### config.mk
export PLATFORM = sky130hd
export DESIGN_NAME = constraint_sample_gen_flat
export DESIGN_NICKNAME = d
export VERILOG_FILES = /design/src/rtl/constraint_sample_gen_if.sv /design/src/rtl/constraint_sample_gen.sv /design/src/flat_wrapper.sv
export SDC_FILE = /design/constraint.sdc
export NUM_CORES = 1
export LEC_CHECK = 0
export CAP_MARGIN = 20
export CORE_ASPECT_RATIO = 1.75
export CORE_MARGIN = 2
export CORE_UTILIZATION = 35
export CTS_CLUSTER_DIAMETER = 200
export DETAILED_ROUTE_END_ITERATION = 10
export GPL_ROUTABILITY_DRIVEN = 0
export SETUP_SLACK_MARGIN = 0.5
export SYNTH_ARGS = -nofsm -noshare
export SYNTH_HDL_FRONTEND = slang
export SYNTH_SLANG_ARGS = --single-unit
### constraint.sdc
create_clock -name clk -period 18.2 [get_ports clk]
set_clock_uncertainty 0.05 [all_clocks]
set_input_delay 4.55 -clock clk [delete_from_list [all_inputs] [get_ports clk]]
set_output_delay 4.55 -clock clk [all_outputs]
set_load 0.01 [all_outputs]
### src/rtl/constraint_sample_gen_if.sv
// Solution output bus of constraint_sample_gen: a valid/ready stream that
// carries each satisfying candidate vector to the downstream consumer.
interface constraint_sample_gen_if #(
  parameter int VEC_W = 64
);
  logic             sol_valid;
  logic             sol_ready;
  logic [VEC_W-1:0] sol_data;

  // The sampler drives the stream and the consumer answers with ready.
  modport master (output sol_valid, output sol_data, input sol_ready);
  modport slave  (input sol_valid, input sol_data, output sol_ready);
endinterface

### src/rtl/constraint_sample_gen.sv
// constraint_sample_gen: sequential harness around a combinational constraint
// checker. It drives pseudo-random candidates (one 32-bit Galois LFSR lane per
// 32 bits of candidate) into the checker, samples the checker's satisfied
// flag in the same cycle, and collects satisfying candidates in a small FIFO
// until the requested number of solutions has been gathered.
//
// Optional feature: define SAMPLER_TIMEOUT_EN to end a run after MAX_TRIES
// evaluated candidates even when the target was not reached (timeout_o = 1).
// Without the macro a run ends only on the target and timeout_o stays 0.
module constraint_sample_gen #(
  parameter int VEC_W     = 64,
  parameter int DEPTH     = 4,
  parameter int CNT_W     = 16,
  parameter int MAX_TRIES = 1000
) (
  input  logic                    clk,
  input  logic                    rst,
  input  logic                    seed_load_i,
  input  logic [31:0]             seed_in_i,
  input  logic                    start_i,
  input  logic [CNT_W-1:0]        target_i,
  output logic [VEC_W-1:0]        cand_o,
  input  logic                    check_in_i,
  constraint_sample_gen_if.master sol_if,
  output logic                    busy_o,
  output logic                    done_o,
  output logic                    timeout_o,
  output logic [CNT_W-1:0]        tries_o,
  output logic [CNT_W-1:0]        accepted_o
);

  localparam int          LANES     = VEC_W / 32;
  localparam int          PTR_W     = (DEPTH > 1) ? $clog2(DEPTH) : 1;
  localparam logic [31:0] LFSR_MASK = 32'h8020_0003;
  localparam logic [31:0] LANE_MIX  = 32'h9E37_79B9;
  localparam logic [31:0] RST_SEED  = 32'h0000_0001;

  // Reject parameter sets the datapath cannot represent.
  if ((VEC_W < 32) || (VEC_W % 32 != 0)) begin : gBadVecW
    $error("constraint_sample_gen: VEC_W must be a nonzero multiple of 32");
  end
  if ((DEPTH < 2) || ((DEPTH & (DEPTH - 1)) != 0)) begin : gBadDepth
    $error("constraint_sample_gen: DEPTH must be a power of two >= 2");
  end
  if (MAX_TRIES < 1) begin : gBadMaxTries
    $error("constraint_sample_gen: MAX_TRIES must be at least 1");
  end

  typedef enum logic [1:0] {
    IDLE = 2'd0,
    RUN  = 2'd1,
    DONE = 2'd2
  } state_t;

  // Each lane gets a decorrelated seed; the all-zero LFSR state is a lock-up
  // state, so it is replaced by 1.
  function automatic logic [31:0] laneSeed(input logic [31:0] seed, input int idx);
    logic [31:0] mixed;
    mixed = seed ^ (32'(idx) * LANE_MIX);
    return (mixed == 32'd0) ? 32'd1 : mixed;
  endfunction

  // Right-shifting Galois LFSR step.
  function automatic logic [31:0] lfsrNext(input logic [31:0] s);
    return (s >> 1) ^ (s[0] ? LFSR_MASK : 32'd0);
  endfunction

  // Counters stick at all-ones instead of wrapping.
  function automatic logic [CNT_W-1:0] satInc(input logic [CNT_W-1:0] v);
    return (&v) ? v : v + 1'b1;
  endfunction

  state_t           state_q, state_d;
  logic [CNT_W-1:0] target_q, target_d;
  logic [CNT_W-1:0] tries_q, tries_d;
  logic [CNT_W-1:0] accepted_q, accepted_d;
  logic [31:0]      lane_q [LANES];
  logic [31:0]      lane_d [LANES];
`ifdef SAMPLER_TIMEOUT_EN
  logic             timeout_q, timeout_d;
`endif

  logic [VEC_W-1:0] mem_q [DEPTH];
  logic [PTR_W-1:0] wrPtr_q;
  logic [PTR_W-1:0] rdPtr_q;
  logic [PTR_W:0]   count_q;
  logic             fifoFull;
  logic             push;
  logic             pop;

  assign fifoFull = (count_q == (PTR_W + 1)'(DEPTH));
  assign pop      = sol_if.sol_valid & sol_if.sol_ready;

  // Next-state, counter and lane update; a step evaluates one candidate.
  always_comb begin
    state_d    = state_q;
    target_d   = target_q;
    tries_d    = tries_q;
    accepted_d = accepted_q;
    lane_d     = lane_q;
    push       = 1'b0;
`ifdef SAMPLER_TIMEOUT_EN
    timeout_d  = timeout_q;
`endif
    case (state_q)
      IDLE, DONE: begin
        if (seed_load_i) begin
          for (int i = 0; i < LANES; i++) begin
            lane_d[i] = laneSeed(seed_in_i, i);
          end
        end else if (start_i) begin
          state_d    = RUN;
          target_d   = target_i;
          tries_d    = '0;
          accepted_d = '0;
`ifdef SAMPLER_TIMEOUT_EN
          timeout_d  = 1'b0;
`endif
        end
      end
      RUN: begin
        if (accepted_q == target_q) begin
          // Only reachable with a zero target: finish without evaluating.
          state_d = DONE;
        end else if (!fifoFull) begin
          push    = check_in_i;
          tries_d = satInc(tries_q);
          if (check_in_i) begin
            accepted_d = satInc(accepted_q);
          end
          for (int i = 0; i < LANES; i++) begin
            lane_d[i] = lfsrNext(lane_q[i]);
          end
          if (accepted_d == target_q) begin
            state_d = DONE;
          end
`ifdef SAMPLER_TIMEOUT_EN
          else if (tries_d == CNT_W'(MAX_TRIES)) begin
            state_d   = DONE;
            timeout_d = 1'b1;
          end
`endif
        end
      end
      default: state_d = IDLE;
    endcase
  end

  // Control state and run counters.
  always_ff @(posedge clk or posedge rst) begin
    if (rst) begin
      state_q    <= IDLE;
      target_q   <= '0;
      tries_q    <= '0;
      accepted_q <= '0;
    end else begin
      state_q    <= state_d;
      target_q   <= target_d;
      tries_q    <= tries_d;
      accepted_q <= accepted_d;
    end
  end

`ifdef SAMPLER_TIMEOUT_EN
  // Sticky flag telling whether the last run ended on the attempt limit.
  always_ff @(posedge clk or posedge rst) begin
    if (rst) begin
      timeout_q <= 1'b0;
    end else begin
      timeout_q <= timeout_d;
    end
  end

  assign timeout_o = timeout_q;
`else
  assign timeout_o = 1'b0;
`endif

  // LFSR lanes that form the candidate vector.
  always_ff @(posedge clk or posedge rst) begin
    if (rst) begin
      for (int i = 0; i < LANES; i++) begin
        lane_q[i] <= laneSeed(RST_SEED, i);
      end
    end else begin
      lane_q <= lane_d;
    end
  end

  // Solution FIFO storage and pointers; a full FIFO never accepts a push,
  // even when the head is popped in the same cycle.
  always_ff @(posedge clk or posedge rst) begin
    if (rst) begin
      for (int i = 0; i < DEPTH; i++) begin
        mem_q[i] <= '0;
      end
      wrPtr_q <= '0;
      rdPtr_q <= '0;
      count_q <= '0;
    end else begin
      if (push) begin
        mem_q[wrPtr_q] <= cand_o;
        wrPtr_q        <= wrPtr_q + 1'b1;
      end
      if (pop) begin
        rdPtr_q <= rdPtr_q + 1'b1;
      end
      case ({push, pop})
        2'b10:   count_q <= count_q + 1'b1;
        2'b01:   count_q <= count_q - 1'b1;
        default: count_q <= count_q;
      endcase
    end
  end

  // Pack the lanes into the candidate vector, lane 0 in the low bits.
  always_comb begin
    cand_o = '0;
    for (int i = 0; i < LANES; i++) begin
      cand_o[i*32 +: 32] = lane_q[i];
    end
  end

  assign sol_if.sol_valid = (count_q != '0);
  assign sol_if.sol_data  = mem_q[rdPtr_q];
  assign busy_o           = (state_q == RUN);
  assign done_o           = (state_q == DONE);
  assign tries_o          = tries_q;
  assign accepted_o       = accepted_q;

endmodule

### src/flat_wrapper.sv
// flat-port wrapper written by rule: the top's interface ports become plain ports
module constraint_sample_gen_flat 
#(
  parameter int VEC_W     = 64,
  parameter int DEPTH     = 4,
  parameter int CNT_W     = 16,
  parameter int MAX_TRIES = 1000
)
  (clk, rst, seed_load_i, seed_in_i, start_i, target_i, cand_o, check_in_i, busy_o, done_o, timeout_o, tries_o, accepted_o, sol_if_sol_valid, sol_if_sol_data, sol_if_sol_ready);
  constraint_sample_gen_if #(.VEC_W(VEC_W)) sol_if_i ();
  input  logic clk;
  input  logic rst;
  input  logic seed_load_i;
  input  logic [31:0] seed_in_i;
  input  logic start_i;
  input  logic [CNT_W-1:0] target_i;
  output logic [VEC_W-1:0] cand_o;
  input  logic check_in_i;
  output logic busy_o;
  output logic done_o;
  output logic timeout_o;
  output logic [CNT_W-1:0] tries_o;
  output logic [CNT_W-1:0] accepted_o;
  output wire logic [$bits(sol_if_i.sol_valid)-1:0] sol_if_sol_valid;
  output wire logic [$bits(sol_if_i.sol_data)-1:0] sol_if_sol_data;
  input wire logic [$bits(sol_if_i.sol_ready)-1:0] sol_if_sol_ready;
  assign sol_if_sol_valid = sol_if_i.sol_valid;
  assign sol_if_sol_data = sol_if_i.sol_data;
  assign sol_if_i.sol_ready = sol_if_sol_ready;
  constraint_sample_gen #(.VEC_W(VEC_W), .DEPTH(DEPTH), .CNT_W(CNT_W), .MAX_TRIES(MAX_TRIES)) u_core (.clk(clk), .rst(rst), .seed_load_i(seed_load_i), .seed_in_i(seed_in_i), .start_i(start_i), .target_i(target_i), .cand_o(cand_o), .check_in_i(check_in_i), .sol_if(sol_if_i), .busy_o(busy_o), .done_o(done_o), .timeout_o(timeout_o), .tries_o(tries_o), .accepted_o(accepted_o));
endmodule
# Word level (Yosys, flattened, before mapping)
# Cells that the tools add are included.
[totals]
regBits = 377
latchBits = 0
mem_bits_rw = 0
mem_bits_ro = 0
in_bits = 54
output_inout_bits = 164
word_cells = 97
mem_count = 0
[classes]
n_addsub = 6
mul = 0
div_mod_pow = 0
order_cmp = 3
n_eq_ne = 15
shifts = 0
muxes = 38
bitwise_logic = 7
n_reduce_logical = 15
[ops]
columns = ["cell", "n"]
rows = [
  ["2-to-1 mux 64 bit", 6],
  ["bitwise mux 256 bit", 1],
  ["2-to-1 mux 16 bit", 12],
  ["binary-select mux 64 bit (select 2 bit)", 1],
  ["demux 64 bit (select 2 bit)", 1],
  ["2-to-1 mux 32 bit", 4],
  ["one-hot mux 64 bit (2 select lines)", 1],
  ["logical NOT 32 bit", 2],
  ["one-hot mux 16 bit (2 select lines)", 2],
  ["bitwise XOR 31 x 32 -> 32 bit", 2],
  ["adder 16 x 1 -> 16 bit, second input constant", 2],
  ["== test 16 bit", 2],
  ["AND reduction 16 bit", 2],
  ["inverter 20 bit", 1],
  ["inequality test 2 bit, second input constant", 6],
  ["2-to-1 mux 2 bit", 5],
  ["AND reduction 4 bit", 2],
  [">= comparator 3 bit, second input constant", 2],
  ["inverter 2 -> 3 bit", 2],
  ["one-hot mux 3 bit (2 select lines)", 1],
  ["AND reduction 6 bit", 1],
  ["AND reduction 5 bit", 1],
  ["adder 2 x 1 -> 2 bit, second input constant", 2],
  ["== test 2 x 1 -> 1 bit, second input constant", 2],
  ["other kinds (17)", 21],
]

# Longest topological paths before layout
[logic_depth]
ltp_word = 11
mapped_depth = 13
ltp_nobuf = 12

# Least setup slack after synthesis
# Ideal clock, no wire load.
[synth_path]
kind = "register to output"
startpoint = "reg u_core.rdPtr_q[1]"
endpoint = "out sol_if_sol_data[33]"
arrival_time_ps = 1998
setup_slack_ps = 11602
stages_incl_launch_ff = 5
cell_sequence = "dfrtp_1 -> clkbuf_1 -> buf_1 -> clkbuf_1 -> mux4_2"
[synth_via]
elab_chain_len = 4
[synth_lines]
columns = ["element", "line", "source"]
rows = [
  ["start, declared", "constraint_sample_gen.sv:85", "logic [PTR_W-1:0] rdPtr_q;"],
  ["start signal, assigned", "constraint_sample_gen.sv:206", "rdPtr_q <= rdPtr_q + 1'b1;"],
  ["inverter 2 -> 3 bit (not written as such)", "constraint_sample_gen.sv:225", "assign sol_if.sol_data = mem_q[rdPtr_q];"],
  ["binary-select mux 64 bit (select 2 bit)", "constraint_sample_gen.sv:225", ""],
  ["2-to-1 mux 64 bit (not written as such) (2 in a row)", "constraint_sample_gen.sv:225", ""],
  ["end, declared", "flat_wrapper.sv:25", "output wire logic [$bits(sol_if_i.sol_data)-1:0] sol_if_sol_data;"],
]
# No other way between the ends. The select of a mux whose other input is x is not followed.

# Worst setup path in the final report
[layout_path]
startpoint = "reg u_core.rdPtr_q[1]"
endpoint = "out sol_if_sol_data[29]"
# The elaborated chain is that of the path after synthesis.

==> impl_metrics.env <==
export IMPL_status="finished, final reports clean"
export IMPL_cts_resized=0
export IMPL_hold_depth=1
export IMPL_finalPower_w=0.00414
export IMPL_fp_row_count=109
export IMPL_endpoint_kind="primary output"
export IMPL_leakage_nw=8.88
export IMPL_drv_slew=0
export IMPL_crit_family="buffers and inverters"
export IMPL_slew_headroom_pct=38.8
export IMPL_synthFlopType="dfrtp_1"
export IMPL_critical_path_arrival_ns=3.26
export IMPL_peakVddDrop_uv=96.7
export IMPL_post_place_ws_ns=10.48
export IMPL_startpoint_type="register"
export IMPL_die_height_um=303
export IMPL_ys_ff_latch=377
export IMPL_yosys_top_cells_area="dfrtp_1 (50%), mux2_1 (15%), mux4_2 (8.1%)"
export IMPL_overflow=0
export IMPL_post_synth_top_count_cell="dfrtp_1"
export IMPL_min_to="u_core.mem_q[98]"
export IMPL_synth_edf_count=0
export IMPL_hold_viol=0
export IMPL_period_share_pct=43.2
export IMPL_syn_inst=1385
export IMPL_die_x_um=175
export IMPL_r2r_end="u_core.count_q[2]"
export IMPL_numClockSinks=377
export IMPL_postCtsSetupRepairBufs=0
export IMPL_clk_latency_ns=0.55
export IMPL_ys_types=64
export IMPL_rrSetupSlack_ns=13.94
export IMPL_critPathBufInv=2
export IMPL_avgSynthCellArea_um2=12.9
export IMPL_rr_worst_depth=12
export IMPL_synth_top_area_share_pct=50.1
export IMPL_rsz0062_at_grt="no"
export IMPL_clockBufferDepth=3
export IMPL_synth_area_um2=17800
export IMPL_cts_buffers=39
export IMPL_grt_pass1_vias=12500
export IMPL_yosysSeqAreaShare_pct=53.1
export IMPL_setup_viol=0
export IMPL_wl_per_cell_um=22.0
export IMPL_met2_length_mm=26.3
export IMPL_antennaDiodeCount=0
export IMPL_via_per_inst=5.29
export IMPL_r2r_start="u_core.accepted_o[2]"
export IMPL_grt_util_all_layers_pct=18.9
export IMPL_fin_ws_ns=10.34
export IMPL_critPathMaxFanout=36
export IMPL_path_class="reg -> out"
export IMPL_ant_nets=0
export IMPL_post_dp_hpwl_mm=33.7
export IMPL_synth_common_cells="dfrtp_1 (357), mux2_1 (240), nand2_1 (121), nor2_1 (96), a21oi_1 (83)"
export IMPL_yosys_area_top_type="dfrtp_1"
export IMPL_root_buffer="clkbuf_16"
export IMPL_cts_tree="built"
export IMPL_worst_pin_slew_ns=0.918
export IMPL_cp_slowest_cell="dfrtp_4"
export IMPL_required_ns=13.60
export IMPL_tns_ns=0
export IMPL_maxCapViolations=0
export IMPL_wl_met1_mm=18.7
export IMPL_grt_max_degree=166
export IMPL_top_layer="met5"
export IMPL_totalWireLength_mm=49.5
export IMPL_synth_warnings=0
export IMPL_power_density_nw_per_um2=191
export IMPL_route_detailed_drc=0
export IMPL_max_freq_mhz=127
export IMPL_async_reset_ff_share_pct=100
export IMPL_dr_pass1_iters=5
export IMPL_start_util_pct=35.3
export IMPL_hp_start="u_core.mem_q[98]"
export IMPL_ctsHoldBuffers=0
export IMPL_core_area_um2=50500
export IMPL_place_port_buffers=216
export IMPL_worstPathCellList="buf_4 > mux4_2 > clkdlybuf4s50_1"
export IMPL_syn_num_nets=1447
export IMPL_stdcell_count=2256
export IMPL_layout_nets=1624
export IMPL_grt_pass1_wl_mm=77.1
export IMPL_vias=11900
export IMPL_drive_above_1_share_pct=11.9
export IMPL_syn_to_final_growth_pct=21.3
export IMPL_min_path_type="reg -> reg"
export IMPL_dp_cells=2185
export IMPL_period_needed_ns=7.86
export IMPL_cpPeakStageDelay_ns=0.81
export IMPL_cts_max_level=2
export IMPL_antenna_found_initial=7
export IMPL_path_clk_slew_ns=0.06
export IMPL_wl_met3_mm=2.89
export IMPL_fp_dieArea_um2=52800
export IMPL_drtIter0Drc=682
export IMPL_io_pins=218
==> worst reg2reg max path, delay by kind of cell (launching register included) <==
| family | cells | cell delay [ns] |
|---|---|---|
| and+or+nand+nor | 4 | 1.41 |
| AOI/OAI and AO/OA | 1 | 0.67 |
| DFF | 1 | 0.64 |
| adders and majority gates | 2 | 0.60 |
| xor gates and xnor gates | 3 | 0.56 |
| buffers and inverters | 2 | 0.26 |
==> where the power goes <==
part / total, W / internal, W / switching [W]
Sequential: 0.00164 / 0.00125 / 0.000393
Clock: 0.000840 / 0.000500 / 0.000340
Combinational: 0.00166 / 0.000926 / 0.000732
==> per-stage QoR <==
stage | hold WS [ns] | util [%] | area (um^2)
3_5_place_dp | 0.426 | 40.1 | 20200
4_1_cts | 0.440 | 42.8 | 21600
3_3_place_gp | 0.418 | 40.1 | 20200
2_1_floorplan | 0.409 | - | 17800
6_report | 0.436 | 42.9 | 21600
5_1_grt | 0.446 | 42.9 | 21600
==> layout make-up <==
cell class	instances	area (um^2)
clock buffers	55	1120
clock inverters	14	213
fillers	4703	28800
inverters	13	56.3
multi-input cells	905	7660
flip-flops and latches	377	9470
well taps	666	833
repair buffers	226	2280
==> how the worst max path moves through the flow <==
stage | slack, ns | startpoint | depth (start not counted) | endpoint
2_1_floorplan | 3.16 | rst | 1 | u_core.accepted_o[0]
3_3_place_gp | 10.60 | rst | 4 | u_core.mem_q[209]
3_5_place_dp | 10.48 | rst | 4 | u_core.mem_q[81]
4_1_cts | 10.20 | u_core.rdPtr_q[1] | 3 | sol_if_sol_data[24]
5_1_grt | 10.14 | u_core.rdPtr_q[1] | 3 | sol_if_sol_data[29]
6_report | 10.34 | u_core.rdPtr_q[1] | 3 | sol_if_sol_data[29]
==> layer usage <==
layer  vias up  track usage [%]
li1       5344                -
met3        86             4.12
met2       360             34.7
met4        14             6.45
met5         -                0
met1      6130             21.8
==> cell families (layout without fill, tap and decap cells) <==
group	Yosys count	count (layout)	synth area share [%]
adders and majority gates	8	8	0.604
and+or+nand+nor	342	342	9.32
xor gates and xnor gates	44	44	2.16
buffers and inverters	103	308	4.06
other	1	1	0.0210
AOI/OAI and AO/OA	180	180	5.96
DFF	377	377	53.1
muxes	330	330	24.8
==> state kept, by name (all words and copies together) (netlist names) <==
signal,cells
u_core.cand_o,64
u_core.target_q,16
u_core.wrPtr_q,2
u_core.accepted_o,16
u_core.tries_o,16
u_core.state_q,2
u_core.mem_q,256
u_core.rdPtr_q,2
u_core.count_q,3
==> layout by cell type, fill, tap and decap left out, types with 3 or more instances in the layout <==
master,instances
mux2_2,17
nor4_1,16
xnor2_1,29
dfstp_2,20
nand2_8,4
mux2i_1,9
xor2_1,15
bufinv_16,5
ha_1,7
nand2_1,121
dfrtp_1,355
and3_1,6
o211ai_1,4
buf_4,7
clkbuf_1,9
or3_1,7
o21ai_0,45
a21oi_1,83
and4_1,6
mux4_2,64
a31oi_1,21
nand3_1,22
and2_1,15
clkbuf_16,40
mux2_1,240
nand4_1,19
or4_1,3
inv_1,11
nor3_1,10
clkinv_2,6
clkdlybuf4s50_1,216
nand2b_1,4
nor2b_1,3
clkbuf_8,6
nor2_1,95
Note: power is estimated with default switching activity, not from simulation.
==> RTL change 1 (same flow settings) <==
`DEPTH` is set to 4 in 2 places; all go to 8.
--- a/src/rtl/constraint_sample_gen.sv
+++ b/src/rtl/constraint_sample_gen.sv
@@ -10,5 +10,5 @@
 module constraint_sample_gen #(
   parameter int VEC_W     = 64,
-  parameter int DEPTH     = 4,
+  parameter int DEPTH     = 8,
   parameter int CNT_W     = 16,
   parameter int MAX_TRIES = 1000
--- a/src/flat_wrapper.sv
+++ b/src/flat_wrapper.sv
@@ -3,5 +3,5 @@
 #(
   parameter int VEC_W     = 64,
-  parameter int DEPTH     = 4,
+  parameter int DEPTH     = 8,
   parameter int CNT_W     = 16,
   parameter int MAX_TRIES = 1000
Check against the original RTL: no difference found for any inputs over 4 cycles, from zero or initial values and one cycle with rst high; that may be too few to reach the edited logic, so the function may still have changed.
==> RTL change 1 against the unedited design <==
  * Sequential cell count up 259
  * Routed wire length is 71% higher
  * Synthesized area grew 71%
  * Combinational power rose by 53%
  * Final area is 63% higher
  * Power increased by 58%
  * Critical path depth grew 1
  * Setup slack worse by 0.74 ns
==> RTL change 1: results (changes against the unedited design) <==
| Step | Result | This run | Delta |
| --- | --- | --- | --- |
| run status | Result of the run | finished clean |  |
| detailed routing | Post-detailed-route via-to-cell ratio | 5.370 | +1.5% |
| hold path | Min-delay src | u_core.mem_q[129] |  |
| hold path | Hold Path Sink | u_core.mem_q[129] |  |
| clocking | Later-pin clock latency in the skew report | 0.64 ns | +0.09 ns |
| placed design | HPWL Detailed | 53730 um | +60% |
| sta | Worst-case headroom to the max-slew limit | 22.53% | -16 points |
| global route | Met1 demand-to-capacity share in global routing | 23.57% | +1.8 points |
| logic synthesis | Net count after synthesis | 2168 | +50% |
| power | Worst IR drop on VDD | 0.09094 mV | -5.9% |
| clocking | Number of CTS-inserted buffers | 61 | +56% |
| worst setup path | R2r setup slk | 13.66 ns | -0.28 ns |
| logic synthesis | Distinct cell type count of the synthesized netlist | 69 | +7.8% |
| final layout | Largest register FFs | 512 | +100% |
| final layout | Fraction of final layout cells sized beyond drive strength 1 | 39.25% | +27 points |
| global route | Global-route wire length before repair | 128700 um | +67% |
| global route | Total routing usage reported by global routing | 19.15% | +0.22 points |
| power | Leakage power total | 0.01567 uW | +76% |
| logic synthesis | Post-synth top cells | 616 x dfrtp_1, 468 x mux2_2, 128 x mux4_2 |  |
| final layout | Layout filler cell count | 7971 | +69% |
| global route | Antenna violations before repair | 18 | +11 |
| logic synthesis | Sequential-to-total area share from yosys stat | 52.38% | -0.68 points |
| worst setup path | Arrival time at the worst endpoint | 4.00 ns | +0.74 ns |
| detailed routing | 1st-iter DRT viols | 1039 | +52% |
| detailed routing | Drt wl/cell | 24.74 um | +13% |
| final layout | Final layout net count | 2278 | +40% |
| worst setup path | Reg-to-reg startpoint | u_core.accepted_o[7] |  |
| power | Final total power | 6547 uW | +58% |
| worst setup path | Depth of the worst register-to-register path | 8 | -4 |
| worst setup path | Worst flop-to-flop path endpoint | u_core.mem_q[125] |  |
| global route | Global Route met3 Usage | 7.171% | +3.0 points |
| logic synthesis | Synth top area cells | dfrtp_1 51%, mux2_2 17%, mux4_2 9.5% |  |
| global route | Number of global-route vias before repair | 20010 | +60% |
| worst setup path | Critical path peak fanout | 48 | +33% |
[RTL change 1: cell count changes in the layout (fill, tap and decap cells not counted), sizes merged, moves of 25 or more]
cell,change
a21oi,-25
clkbuf,+35
dfrtp,+259
mux2,+335
mux4,+64
nor2,-58
o21ai,+34
[RTL change 1: worst max-delay path, cell delays in order, from the launching register on]
cell             delay [ns]
dfrtp_4                0.97
buf_4                  0.86
mux4_2                 0.59
mux2_2                 0.32
clkdlybuf4s50_1        0.58
[RTL change 1: per-layer routing]
| layer | vias to the layer above | wire [um] |
|---|---|---|
| met5 | - | 172 |
| met4 | 26 | 2340 |
| met3 | 151 | 7864 |
| met2 | 580 | 40690 |
| met1 | 9805 | 33880 |
| li1 | 7873 | - |
[RTL change 1: area by class of cell]
type                       count  area share [%]
antenna                        8         0.05682
clock buffer                  90           5.067
clock inverter                22          0.8487
inverter                      15          0.1705
multi-input combinational   1257           37.53
sequential                   636           45.27
tap                         1160           4.119
timing repair buffer         245           6.932
[RTL change 1: logic make-up after synthesis]
group	Yosys count	share of synthesized area [%]
AOI/OAI and AO/OA	194	3.696
muxes	727	33.09
adders and majority gates	8	0.3535
xor gates and xnor gates	49	1.410
and+or+nand+nor	278	4.724
other	1	0.01232
DFF	636	52.38
buffers and inverters	213	4.341
[RTL change 1: power breakdown]
part	internal (uW)	switching, uW	total (uW)
Clock	764	567	1330
Sequential	2040	633	2670
Combinational	1480	1060	2540
Total	4280	2260	6550
[RTL change 1: through the flow]
| step | hold WS, ns | worst slack, ns | instances | area [um2] |
|---|---|---|---|---|
| after floorplan | 0.4024 | 4.930 | 2106 | 30440 |
| after global placement | 0.4141 | 9.900 | 3310 | 33070 |
| after detailed placement | 0.4207 | 9.746 | 3311 | 33070 |
| after CTS | 0.4345 | 9.442 | 3423 | 35160 |
| after global routing | 0.4428 | 9.346 | 3428 | 35220 |
| final | 0.4351 | 9.601 | 3433 | 35230 |
[RTL change 1: worst max path at each step]
stage | slack (ns) | cells past startpoint | endpoint | from
floorplan | 4.93 | 1 | u_core.accepted_o[0] | rst
global placement | 9.90 | 5 | u_core.rdPtr_q[2] | rst
detailed placement | 9.75 | 5 | u_core.rdPtr_q[2] | rst
CTS | 9.44 | 4 | sol_if_sol_data[52] | u_core.rdPtr_q[1]
global route | 9.35 | 4 | sol_if_sol_data[52] | u_core.rdPtr_q[1]
finish | 9.60 | 4 | sol_if_sol_data[52] | u_core.rdPtr_q[1]
==> RTL change 2 (config.mk and constraints unchanged) <==
Made on the original files. Encoding of `state_t`: now one-hot (3 bits for 3 states).
--- a/src/rtl/constraint_sample_gen.sv
+++ b/src/rtl/constraint_sample_gen.sv
@@ -47,8 +47,8 @@
   end
 
-  typedef enum logic [1:0] {
-    IDLE = 2'd0,
-    RUN  = 2'd1,
-    DONE = 2'd2
+  typedef enum logic [2:0] {
+    IDLE = 3'b001,
+    RUN  = 3'b010,
+    DONE = 3'b100
   } state_t;
 
Formal check against the unedited RTL: no difference found for any inputs over 4 cycles, from zero or initial values and one cycle with rst high; so few cycles prove little.
==> RTL change 2 against the unedited design <==
  * Setup slack lost 0.028 ns
  * Synthesized area is 0.25% higher
  * Sequential cell count increased by 1
  * Final area grew 0.82%
  * Via count up 2.5%
  * Sequential share of layout area fell by 0.23 points
  * Routed wire length increased by 0.82%
  * Combinational power down 19%
  * Power is 10% lower
  * Highest routed layer unchanged
==> RTL change 2: results (changes against the unedited design) <==
| Step | Result | This run | Delta |
| --- | --- | --- | --- |
| worst setup path | Reg-to-reg startpoint | u_core.accepted_o[8] |  |
| placed design | Dpl cell area | 20480 um2 | +1.2% |
| worst setup path | Depth of the worst register-to-register path | 8 | -4 |
| logic synthesis | Sequential-to-total area share from yosys stat | 53.07% | about the same |
| sta | Worst Max-Slew Pin Slew | 1.103 ns | +0.1843 ns |
| logic synthesis | Synth top area cells | dfrtp_1 50%, mux2_1 14%, mux4_2 8.1% |  |
| global route | Pin count of the biggest net entering global routing | 157 | -5.4% |
| clocking | Number of CTS-inserted buffers | 38 | -2.6% |
| final layout | Number of non-filler instances in the completed layout | 2285 | +1.3% |
| worst setup path | Worst flop-to-flop path endpoint | u_core.mem_q[92] |  |
| global route | Global-route wire length before repair | 77270 um | +0.28% |
| power | Leakage power total | 0.009672 uW | +8.9% |
| run status | Result of the run | finished clean |  |
| worst setup path | Critical path peak fanout | 41 | +14% |
| detailed routing | 1st-iter DRT viols | 678 | -0.59% |
| placed design | HPWL Detailed | 33420 um | -0.74% |
| global route | Total routing usage reported by global routing | 18.98% | +0.044 points |
| logic synthesis | Post-synth top cells | 357 x dfrtp_1, 230 x mux2_1, 120 x nand2_1 |  |
| power | Worst IR drop on VDD | 0.07330 mV | -24% |
| placed design | Post-Place Cells | 2213 | +1.3% |
| final layout | Final layout net count | 1652 | +1.7% |
| logic synthesis | Net count after synthesis | 1470 | +1.6% |
| worst setup path | Arrival time at the worst endpoint | 3.29 ns | +0.03 ns |
| hold path | Hold Path Sink | u_core.mem_q[8] |  |
| worst setup path | R2r setup slk | 14.17 ns | +0.23 ns |
-- RTL change 2: cell types whose count changed after synthesis, sizes merged, moves of 3 or more --
cell and change:
nor2 -3, xor2 +8, a21oi +5, nand4 -3, mux2i -4, o31ai +7, or4 +10, o21ai -8
inv +5, a31oi -3, buf +5, clkbuf -4, xnor2 -7, or3 +6
-- RTL change 2: critical path, cell delays in order, from the launching register on --
cell and delay (ns):
dfrtp_4 0.77, buf_4 0.78, mux4_2 0.65, clkdlybuf4s50_1 0.50
-- RTL change 2: how the worst max path moves through the flow --
stage / end / slack, ns / depth (start not counted)
6_report: sol_if_sol_data[0] / 10.31 / 3
5_1_grt: sol_if_sol_data[0] / 10.10 / 3
4_1_cts: sol_if_sol_data[0] / 10.17 / 3
3_5_place_dp: u_core.state_q[1] / 10.66 / 8
3_3_place_gp: u_core.state_q[1] / 10.59 / 8
2_1_floorplan: u_core.accepted_o[0] / 3.13 / 1
-- RTL change 2: cell families (layout without fill, tap and decap cells) --
kind of cell             count (synthesis)  count (layout)  share of synthesized area [%]
AO/OA/AOI/OAI                          195             195                          6.644
flip-flops                             378             378                          53.07
other                                    1               1                        0.02098
multiplexers                           326             326                          24.54
buffers and inverters                  108             319                          3.339
XOR/XNOR                                45              45                          2.205
AND/OR/NAND/NOR                        347             347                          9.577
adder cells (fa/ha/maj)                  8               8                         0.6021
-- RTL change 2: cell type report --
cell class,count,area (um2)
clock buffer,53,1099
sequential,378,9493
tap,666,833.3
clock inverter,16,157.7
timing repair buffer,233,2342
fill,4689,28660
multi-input combinational,922,7807
inverter,17,71.32
-- RTL change 2: through the flow --
stage	hold slack (ns)	util, %
6_report	0.4368	43.21
5_1_grt	0.4445	43.21
4_1_cts	0.4397	43.08
3_5_place_dp	0.4257	40.60
3_3_place_gp	0.4177	40.60
2_1_floorplan	0.4087	-
-- RTL change 2: power by group through the flow --
stage                     registers (uW)  logic [uW]  clock network, uW
final                               1560        1350                801
after global routing                1610        1470                860
after CTS                           1570        1370                827
after detailed placement            1590        1360                  0
after global placement              1550        1340                  0
after floorplan                     1430         828                  0
-- RTL change 2: routing by layer --
layer / up-vias / GRT usage [%] / part of all wire [%]
li1: 5475 / - / -
met1: 6309 / 22.19 / 39
met2: 330 / 34.23 / 52
met3: 102 / 3.935 / 5.3
met4: 14 / 7.004 / 3.8
met5: - / 0 / 0.20
